<file path="src/rtl/uart_rx_core.sv">
`default_nettype none
// ============================================================================
//  Module      : uart_rx_core
//  Description : 8N1-style UART receiver, 16x oversampled, one-cycle strobes.
//  Revision    : 1.0 - initial release
// ============================================================================
module uart_rx_core #(
   parameter int unsigned NO_OF_DATABITS = 8,
   parameter int unsigned NO_OF_STOPBITS = 1,
   parameter logic [31:0] BAUDRATE       = 32'd9600,
   parameter logic [31:0] FREQUENCY      = 32'd100000000
) (
   input  logic                      clk,
   input  logic                      reset,
   input  logic                      rx,
   output logic [NO_OF_DATABITS-1:0] data_out,
   output logic                      data_valid,
   output logic                      framing_error,
   output logic                      busy
);

   localparam logic [31:0]        c_DIV       = FREQUENCY / (BAUDRATE * 32'd16);
   localparam int                 c_DIV_W     = (c_DIV > 32'd1) ? $clog2(c_DIV) : 1;
   localparam logic [c_DIV_W-1:0] c_DIV_LAST  = c_DIV_W'(c_DIV - 32'd1);
   localparam int                 c_BCW       = (NO_OF_DATABITS > 1) ? $clog2(NO_OF_DATABITS + 1) : 1;
   localparam logic [c_BCW-1:0]   c_LAST_DATA = c_BCW'(NO_OF_DATABITS - 1);
   localparam logic [c_BCW-1:0]   c_LAST_STOP = c_BCW'(NO_OF_STOPBITS - 1);
   localparam logic [c_BCW-1:0]   c_BIT_ONE   = c_BCW'(1);

   typedef enum logic [1:0] {
      S_IDLE  = 2'd0,
      S_START = 2'd1,
      S_DATA  = 2'd2,
      S_STOP  = 2'd3
   } state_t;

   state_t                    r_state;
   logic                      r_rx_meta;
   logic                      r_rx_sync;
   logic                      r_rx_prev;
   logic [c_DIV_W-1:0]        r_div;
   logic [3:0]                r_tick_cnt;
   logic [c_BCW-1:0]          r_bit_cnt;
   logic [NO_OF_DATABITS-1:0] r_shreg;
   logic                      r_stop_err;
   logic [NO_OF_DATABITS-1:0] r_data_out;
   logic                      r_data_valid;
   logic                      r_framing_error;
   logic                      r_busy;

   logic                      w_fall;
   logic                      w_tick;
   logic [NO_OF_DATABITS-1:0] w_shreg_next;

   // rx is asynchronous to clk; all three stages idle high like the line
   always_ff @(posedge clk) begin
      if (reset) begin
         r_rx_meta <= 1'b1;
         r_rx_sync <= 1'b1;
         r_rx_prev <= 1'b1;
      end else begin
         r_rx_meta <= rx;
         r_rx_sync <= r_rx_meta;
         r_rx_prev <= r_rx_sync;
      end
   end

   assign w_fall = r_rx_prev & ~r_rx_sync;

   always_ff @(posedge clk) begin
      if (reset || r_state == S_IDLE || w_tick) begin
         r_div <= '0;
      end else begin
         r_div <= r_div + c_DIV_W'(1);
      end
   end

   assign w_tick = (r_div == c_DIV_LAST);

   generate
      if (NO_OF_DATABITS > 1) begin : g_shift_wide
         assign w_shreg_next = {r_rx_sync, r_shreg[NO_OF_DATABITS-1:1]};
      end else begin : g_shift_single
         assign w_shreg_next = r_rx_sync;
      end
   endgenerate

   always_ff @(posedge clk) begin
      if (reset) begin
         r_state         <= S_IDLE;
         r_tick_cnt      <= '0;
         r_bit_cnt       <= '0;
         r_shreg         <= '0;
         r_stop_err      <= 1'b0;
         r_data_out      <= '0;
         r_data_valid    <= 1'b0;
         r_framing_error <= 1'b0;
         r_busy          <= 1'b0;
      end else begin
         r_data_valid    <= 1'b0;
         r_framing_error <= 1'b0;
         case (r_state)
            S_IDLE: begin
               if (w_fall) begin
                  r_state    <= S_START;
                  r_tick_cnt <= '0;
                  r_busy     <= 1'b1;
               end
            end
            S_START: begin
               if (w_tick) begin
                  if (r_tick_cnt == 4'd7) begin
                     r_tick_cnt <= '0;
                     if (!r_rx_sync) begin
                        r_state   <= S_DATA;
                        r_bit_cnt <= '0;
                     end else begin
                        r_state <= S_IDLE;
                        r_busy  <= 1'b0;
                     end
                  end else begin
                     r_tick_cnt <= r_tick_cnt + 4'd1;
                  end
               end
            end
            S_DATA: begin
               if (w_tick) begin
                  r_tick_cnt <= r_tick_cnt + 4'd1;
                  if (r_tick_cnt == 4'd15) begin
                     r_shreg <= w_shreg_next;
                     if (r_bit_cnt == c_LAST_DATA) begin
                        r_state    <= S_STOP;
                        r_bit_cnt  <= '0;
                        r_stop_err <= 1'b0;
                     end else begin
                        r_bit_cnt <= r_bit_cnt + c_BIT_ONE;
                     end
                  end
               end
            end
            S_STOP: begin
               if (w_tick) begin
                  r_tick_cnt <= r_tick_cnt + 4'd1;
                  if (r_tick_cnt == 4'd15) begin
                     // Leaving at mid stop bit leaves half a bit to catch a zero-gap start edge
                     if (r_bit_cnt == c_LAST_STOP) begin
                        if (r_stop_err || !r_rx_sync) begin
                           r_framing_error <= 1'b1;
                        end else begin
                           r_data_out   <= r_shreg;
                           r_data_valid <= 1'b1;
                        end
                        r_state <= S_IDLE;
                        r_busy  <= 1'b0;
                     end else begin
                        r_stop_err <= r_stop_err | ~r_rx_sync;
                        r_bit_cnt  <= r_bit_cnt + c_BIT_ONE;
                     end
                  end
               end
            end
            default: begin
               r_state <= S_IDLE;
               r_busy  <= 1'b0;
            end
         endcase
      end
   end

   assign data_out      = r_data_out;
   assign data_valid    = r_data_valid;
   assign framing_error = r_framing_error;
   assign busy          = r_busy;

endmodule
`default_nettype wire

</file>
<file path="config.mk">
export PLATFORM = sky130hd
export DESIGN_NAME = uart_rx_core
export DESIGN_NICKNAME = d
export VERILOG_FILES = /design/src/rtl/uart_rx_core.sv
export SDC_FILE = /design/constraint.sdc
export NUM_CORES = 1
export LEC_CHECK = 0
export CAP_MARGIN = 25
export CORE_ASPECT_RATIO = 0.75
export CORE_MARGIN = 2
export CORE_UTILIZATION = 32
export CTS_CLUSTER_SIZE = 14
export DETAILED_ROUTE_END_ITERATION = 8
export GPL_ROUTABILITY_DRIVEN = 0
export PLACE_DENSITY = 0.5
export REMOVE_ABC_BUFFERS = 1
export SLEW_MARGIN = 20
export SYNTH_ARGS = -nofsm -noshare
export SYNTH_HDL_FRONTEND = slang
export SYNTH_SLANG_ARGS = --single-unit
</file>
<file path="constraint.sdc">
create_clock -name clk -period 2.8 [get_ports clk]
set_clock_uncertainty 0.15 [all_clocks]
set_input_delay 0.56 -clock clk [delete_from_list [all_inputs] [get_ports clk]]
set_output_delay 0.56 -clock clk [all_outputs]
set_load 0.02 [all_outputs]
</file>
==> results of run 1 <==
==> flip-flops by register name, indices dropped and copies added, names as in the netlist, named ones only <==
| register | cells |
|---|---|
| busy | 1 |
| data_out | 8 |
| data_valid | 1 |
| framing_error | 1 |
| r_bit_cnt | 4 |
| r_div | 10 |
| r_rx_meta | 1 |
| r_rx_prev | 1 |
| r_rx_sync | 1 |
| r_shreg | 8 |
| r_state | 1 |
| r_stop_err | 1 |
| r_tick_cnt | 4 |
==> logic make-up (layout without fill, tap and decap cells) <==
family | count (synthesis) | count (layout) | synth area share [%]
mux | 19 | 19 | 9.59
buf+inv | 22 | 37 | 5.02
flops | 43 | 43 | 43.1
xor+xnor | 8 | 8 | 3.51
simple gates | 91 | 91 | 24.8
compound gates | 30 | 30 | 10.8
fa+ha+maj | 5 | 5 | 3.13
==> report_power, final <==
group          internal [uW]  switching [uW]
Combinational           16.5            26.1
Sequential               615            6.63
Clock                    356             221
==> final cells by class <==
type	count	area share (%)
clock buffer	5	2.95
inverter	13	2.09
tap	78	4.19
multi-input combinational	153	44.4
clock inverter	3	2.90
sequential	43	36.9
timing repair buffer	16	6.55
==> worst register-to-register path, stage by stage, from the launching register on <==
cell	delay (ns)
dfxtp_1	0.39
ha_1	0.28
nand4_4	0.16
or3_4	0.38
or3b_1	0.58
mux2i_1	0.19
==> per-layer routing <==
metal	track usage [%]	up-vias	wire length, um
li1	-	787	-
met1	19.8	684	2220
met2	16.7	34	1500
met3	3.12	8	192
met4	5.31	0	73
met5	0	-	0
==> worst paths after layout <==
| kind | start | to | slack, ns | cells after the start |
|---|---|---|---|---|
| worst min register to register | r_rx_meta | r_rx_sync | 0.27 | 1 |
| worst max register to register | r_tick_cnt[0] | data_out[4] | 0.54 | 5 |
| worst min-delay path | r_rx_meta | r_rx_sync | 0.27 | 1 |
| worst max-delay path | r_tick_cnt[0] | data_out[4] | 0.54 | 5 |
==> cells in the final DEF, fill, tap and decap left out, types with 3 or more instances in the layout <==
master           netlist  layout
buf_4                  0       3
mux2i_1               18      18
inv_1                 13      13
a31oi_1                3       3
dfxtp_1               43      43
nor3_1                 3       3
nor4_1                 3       3
o211ai_1               3       3
clkdlybuf4s50_1        0      13
or2_2                  4       4
nand2_1               27      27
clkbuf_8               0       5
nor2b_1                3       3
nor2_1                22      22
o21ai_0                5       5
nor3b_1                3       3
nand3_1                8       8
xnor2_1                6       6
ha_1                   5       5
nand4_1                3       3
a21oi_1                4       4
==> stage by stage <==
| step | cells | hold slack [ns] |
|---|---|---|
| after global routing | 311 | 0.284 |
| after floorplan | 209 | 0.239 |
| after detailed placement | 303 | 0.253 |
| after CTS | 311 | 0.276 |
| after global placement | 303 | 0.250 |
| final | 311 | 0.266 |
==> metrics.cfg, run 1 <==
[routing]
dr.pass1.iters = 4
ant_nets = 0
viasPerCell = 4.86
routedWlPerCell_um = 12.8
dr_total_vias = 1513
drt-initial-drc-count = 102
wl_um = 3980
route.detailed.drc = 0

[synthesis]
ys_ff_latch = 43
yosysTopAreaCell = dfxtp_1
synth_common_cells = dfxtp_1 (43), nand2_1 (27), nor2_1 (22)
ys_seq_area_share_pct = 43.1
synth.area.top_cells = dfxtp_1 (43%), mux2i_1 (9.0%), nand2_1 (5.1%)
ys.warnings.count = 0
syn_area_um2 = 2000
ys.flop_type = dfxtp_1
yosysUniqueCellTypes = 48
ys_async_sr_fraction_pct = 0
synthCells = 218
netlist.area_leader.share_pct = 43.1
synth_edf_count = 0
synth_area_per_cell_um2 = 9.15
yosysMostFrequentCell = dfxtp_1

[power]
vdd_drop_max_uv = 197
leakagePower_uw = 0.000882
p_total_uw = 1240
power_density_nw_per_um2 = 532

[layout]
postLayoutCoreUtil_pct = 39.4
area.sequential_um2 = 861
layout-drive-gt1-share_pct = 9.44
finalInstanceArea_um2 = 2330
multiInputGateArea_um2 = 1030
synthToLayoutAreaGrowth_pct = 16.8
nets = 240
fill_cells = 609
insertedDiodeCount = 0

[worst_setup_path]
path_buf_inv = 0
worstPathCellList = ha_1 -> nand4_4 -> or3_4 -> or3b_1 -> mux2i_1
arrival_ns = 2.28
critPathCaptureType = flop
start_kind = flop
crit_family = simple AND/OR/NAND/NOR gates
crit_path_max_incr_delay_ns = 0.58
crit_slowest_cell = or3b_1
crit_required_ns = 2.83
cp_max_fo = 9
path_class = reg2reg

[global_routing]
antenna_found_initial = 0
grt_pass1_wl_um = 6840
track_usage_pct = 12.8
grt_pass1_vias = 1401
grt_max_degree = 23
grt_overflow_total = 0

[die]
io_pins = 14
core_area_um2 = 5920
start_util_pct = 33.7
die_y_um = 72.4
die_x_um = 95.2
die_area_um2 = 6890
rows = 24

[timing]
rsz0062_at_grt = false
max_freq_mhz = 443
maxSlewViolCount = 0
hold_viol = 0
fin_ws_ns = 0.543
setup_tns_ns = 0
period_needed_ns = 2.26
setup_violations = 0
finalCritPeriodShare_pct = 80.6
relSlewSlack_pct = 57.8
worst_pin_slew_ns = 0.632

[placement]
dp_hpwl_um = 2810
port_buffers = 13
post-place-ws_ns = 0.553
placed_area_um2 = 2190

[clock_tree]
clockBufferDepth = 2
cts_tree = done
postCtsHoldBufs = 0
cts_made_buffers = 5
cts_sinks = 43
clk_latency_ns = 0.30
post_cts_buffers = 0
cts-root-buf = clkbuf_8
post_cts_resized = 0
clk_pin_slew_ns = 0.09
cts_max_level = 2

[job]
cap_violations = 0

[run_status]
status = completed

[worst_hold_path]
hold_path.class = reg2reg

Note: power is estimated with default switching activity, not from simulation.
==> run 2, diff against run 1 <==
PLACE_DENSITY = 0.51   (was 0.5)
clock period = 2 ns   (was 2.8 ns; I/O delays follow)
==> run 2 against run 1 <==
Maximum frequency rose by 18%. Count of clock-buffer cells in the layout rose by 1. Worst setup slack got worse by 0.46 ns. Sequential share of layout area fell by 2.3 points. Combinational power rose by 68%.
==> metrics.cfg, run 2 (synthesis results as in run 1) <==
[worst_hold_path]
min_to = r_rx_sync
min-delay-start = r_rx_meta
hold_path.class = reg2reg
holdPathStages = 1

[global_routing]
grt_pass1_wl_um = 6940
grt_pass1_vias = 1458
grt_overflow_total = 0
grt_max_degree = 20
track_usage_pct = 13.3
antenna_found_initial = 0

[layout]
fill_cells = 582
synthToLayoutAreaGrowth_pct = 24.8
largest_reg_flops = 10
finalInstanceArea_um2 = 2490
insertedDiodeCount = 0
regMostFlops = r_div
nets = 260
layout_commonest_cell = dfxtp_1
layout-drive-gt1-share_pct = 20.2
final_cell_mix = dfxtp_1 (41), nand2_1 (27), nor2_1 (22), buf_4 (22), mux2i_1 (18)

[worst_setup_path]
rr_worst_depth = 6
timing.rr.start = r_tick_cnt[1]
crit_slowest_cell = dfxtp_2
crit_required_ns = 2.04
path_buf_inv = 1
worstPathCellList = ha_4 -> nand4_4 -> or3_4 -> or3b_1 -> buf_4 -> mux2i_1
arrival_ns = 1.96
path_class = reg2reg
crit_path_max_incr_delay_ns = 0.37
cp_max_fo = 5
crit_family = simple AND/OR/NAND/NOR gates
critPathCaptureType = flop
r2r_end = data_out[1]
r2r_slack_ns = 0.08
start_kind = flop

[die]
io_pins = 14
die_area_um2 = 6890
die_y_um = 72.4
rows = 24
start_util_pct = 33.7
die_x_um = 95.2
core_area_um2 = 5920

[timing]
setup_violations = 0
max_freq_mhz = 521
setup_tns_ns = 0
finalCritPeriodShare_pct = 96.0
hold_viol = 0
worst_pin_slew_ns = 0.477
period_needed_ns = 1.92
relSlewSlack_pct = 68.1
maxSlewViolCount = 0

[clock_tree]
clk_latency_ns = 0.29
cts_tree = done
cts_made_buffers = 5
cts-root-buf = clkbuf_8
cts_sinks = 43
cts_max_level = 2
postCtsHoldBufs = 0
clk_pin_slew_ns = 0.08
post_cts_buffers = 0
clockBufferDepth = 2

[placement]
dp_hpwl_um = 2990
port_buffers = 13
placed_area_um2 = 2360

[routing]
dr.pass1.iters = 4
wl_um = 4060
routedWlPerCell_um = 12.3
route.detailed.drc = 0
dr_total_vias = 1542
ant_nets = 0
drt-initial-drc-count = 58
viasPerCell = 4.66

[run_status]
status = completed

[job]
cap_violations = 0

[power]
leakagePower_uw = 0.000964
power_density_nw_per_um2 = 597
vdd_drop_max_uv = 252

## run 2: cell types whose count changed in the layout (fill, tap and decap cells not counted), sizes merged
cell | before | now
clkinv | 0 | 1
clkbuf | 5 | 6
buf | 3 | 23
bufinv | 2 | 0
## run 2: timing repair
item                       CTS  global route
setup endpoints to repair   11            23
resized for setup            4             8
pin swaps                    1             0
## run 2: stage by stage
step / total power [uW] / setup slack (ns) / utilization [%] / hold WS, ns / std cells
after floorplan: 921 / -0.0514 / - / 0.239 / 209
after global placement: 960 / -0.00972 / 39.8 / 0.241 / 323
after detailed placement: 958 / -0.0254 / 39.8 / 0.256 / 323
after CTS: 1510 / 0.0129 / 41.6 / 0.280 / 331
after global routing: 1560 / -0.0182 / 42.1 / 0.289 / 331
final: 1490 / 0.0807 / 42.1 / 0.277 / 331
## run 2: per-layer routing
metal	vias to the layer above	GRT usage (%)	part of all wire, %
met3	4	4.67	4.2
met2	25	17.4	39
met5	-	0	0
li1	824	-	-
met4	0	5.64	1.6
met1	689	19.6	55
## run 2: how the worst max path moves through the flow
stage,endpoint,cells past startpoint,startpoint
6_report,data_out[1],6,r_tick_cnt[1]
5_1_grt,r_stop_err,7,r_div[0]
4_1_cts,data_out[1],7,r_bit_cnt[0]
3_5_place_dp,data_out[6],6,r_tick_cnt[0]
3_3_place_gp,r_bit_cnt[1],6,r_div[0]
2_1_floorplan,data_out[0],5,r_tick_cnt[0]
## run 2: area by class of cell
cell class                 instances  area, um^2  share of cell area [%]
clock buffer                       6        72.6                    2.91
clock inverter                     2        12.5                   0.502
inverter                          13        48.8                    1.96
multi-input combinational        153        1080                    43.4
sequential                        43         863                    34.7
tap                               78        97.6                    3.92
timing repair buffer              36         315                    12.7
## run 2: power by group
group          switching [uW]  leakage, uW  total (uW)  internal [uW]
clock                     305    0.0000412         549            244
combinational            40.7     0.000575        71.4           30.7
sequential               6.37     0.000348         867            861
total                     352     0.000964        1490           1140
==> run 3, diff against run 2 <==
PLACE_DENSITY = 0.56   (was 0.51)
TNS_END_PERCENT = 10   (was default)
clock period = 1.7 ns   (was 2 ns; I/O delays follow)
==> run 3 against run 2 <==
The run now ends with setup timing left. Die area stayed put. Sequential share of layout area is 3.2 points lower. Worst setup slack worse by 0.28 ns. Sequential power is 18% higher. Cell area is 10% higher. Register-to-register slack worse by 0.28 ns. Count of clock-buffer cells in the layout is 1 lower. Global-route usage is 0.79 points higher. Core utilization is 4.4 points higher. Critical path type unchanged. Largest cell class unchanged.
==> metrics.cfg, run 3 (synthesis results as in run 1) <==
[routing]
dr_total_vias = 1692
wl_um = 4430
viasPerCell = 4.79
route.detailed.drc = 0
dr.pass1.iters = 4
ant_nets = 0
routedWlPerCell_um = 12.5
drt-initial-drc-count = 80

[worst_setup_path]
crit_required_ns = 1.75
arrival_ns = 1.96
cp_max_fo = 5
timing.rr.start = r_bit_cnt[1]
path_class = reg2reg
endpoint = data_out[6]
startpoint = r_bit_cnt[1]
r2r_end = data_out[6]
r2r_slack_ns = -0.20
worstPathCellList = inv_2 -> ha_4 -> nand3b_4 -> or3_4 -> or3b_4 -> buf_6 -> mux2i_1
crit_path_max_incr_delay_ns = 0.40
crit_slowest_cell = or3b_4
start_kind = flop
rr_worst_depth = 7
critPathCaptureType = flop

[layout]
synthToLayoutAreaGrowth_pct = 37.9
layout_commonest_cell = buf_4
largest_reg_flops = 10
postLayoutCoreUtil_pct = 46.5
nets = 282
insertedDiodeCount = 0
area.sequential_um2 = 866
regMostFlops = r_div
layoutNonFillerInstCount = 353
fill_cells = 566
layout-drive-gt1-share_pct = 31.3
final_cell_mix = buf_4 (40), dfxtp_1 (39), nand2_1 (27)
multiInputGateArea_um2 = 1170

[placement]
dp_hpwl_um = 3110
port_buffers = 13
place_inst = 344

[timing]
relSlewSlack_pct = 73.8
max_freq_mhz = 525
setup_tns_ns = -2.65
finalCritPeriodShare_pct = 112
fin_ws_ns = -0.203
finalHoldWorstSlack_ns = 0.266
maxSlewViolCount = 0
rsz0062_at_grt = true
hold_viol = 0
period_needed_ns = 1.90
worst_pin_slew_ns = 0.392
setup_violations = 26

[clock_tree]
clk_pin_slew_ns = 0.09
cts_sinks = 43
clk_latency_ns = 0.31
cts_made_buffers = 5
cts_max_level = 2
cts_tree = done
post_cts_buffers = 0
clockBufferDepth = 2
cts-root-buf = clkbuf_8
postCtsHoldBufs = 0

[global_routing]
grt_overflow_total = 0
antenna_found_initial = 0
grt_pass1_vias = 1589
track_usage_pct = 14.1
grt_pass1_wl_um = 7560
grt_max_degree = 23

[run_status]
status = finished with violations
violations = setup timing

[die]
rows = 24
die_x_um = 95.2
start_util_pct = 33.7
die_area_um2 = 6890
io_pins = 14
die_y_um = 72.4
core_area_um2 = 5920

[worst_hold_path]
hold_path.class = reg2reg

[job]
cap_violations = 0

[power]
vdd_drop_max_uv = 276
power_density_nw_per_um2 = 666
leakagePower_uw = 0.00115

[run 3: cell count changes in the layout (fill, tap and decap cells not counted), moves of 2 or more]
cell,change
o21ai_0,-2
buf_6,+4
nor3b_1,-2
dfxtp_1,-2
buf_4,+18
dlygate4sd2_1,+11
clkdlybuf4s50_1,-11
dfxtp_2,+2
o21ai_1,+2
[run 3: worst max-delay path: cells and delay by family, from the launching register on]
family,cells,cell delay [ns]
flops,1,0.34
mux,1,0.11
fa+ha+maj,1,0.14
buf+inv,2,0.21
simple gates,3,0.84
[run 3: metrics by stage]
stage / setup slack (ns) / area (um^2) / power [uW]
global placement: -0.292 / 2510 / 1140
floorplan: -0.351 / 1940 / 1080
finish: -0.203 / 2750 / 1830
CTS: -0.199 / 2700 / 1840
detailed placement: -0.286 / 2510 / 1140
global route: -0.273 / 2750 / 1900
[run 3: cell type report]
cell class | count | share of cell area [%]
multi-input combinational | 153 | 42.4
sequential | 43 | 31.5
timing repair buffer | 58 | 17.5
tap | 78 | 3.55
clock buffer | 5 | 2.50
inverter | 13 | 1.77
clock inverter | 3 | 0.864
[run 3: how the worst min path moves through the flow]
stage	startpoint	end	slack [ns]	cells past startpoint
floorplan	r_rx_meta	r_rx_sync	0.24	1
global placement	r_rx_meta	r_rx_sync	0.25	1
detailed placement	r_rx_meta	r_rx_sync	0.26	1
CTS	r_rx_meta	r_rx_sync	0.28	1
global route	r_rx_meta	r_rx_sync	0.28	1
finish	r_rx_meta	r_rx_sync	0.27	1
[run 3: repair_timing]
action	CTS	global route
endpoints found under the setup margin	49	40
cloned	1	0
pin swaps	6	3
resized for setup	39	11
[run 3: power breakdown]
| group | internal [uW] | switching (uW) |
|---|---|---|
| clock | 295 | 411 |
| combinational | 51.0 | 59.6 |
| sequential | 1010 | 4.40 |
| total | 1360 | 475 |
[run 3: layer usage]
layer | share of wire, % | up-vias | global-route usage (%)
met5 | 0 | - | 0
met4 | 0.97 | 0 | 4.67
met3 | 4.5 | 5 | 3.12
met2 | 39 | 42 | 19.7
met1 | 55 | 770 | 21.3
li1 | - | 875 | -
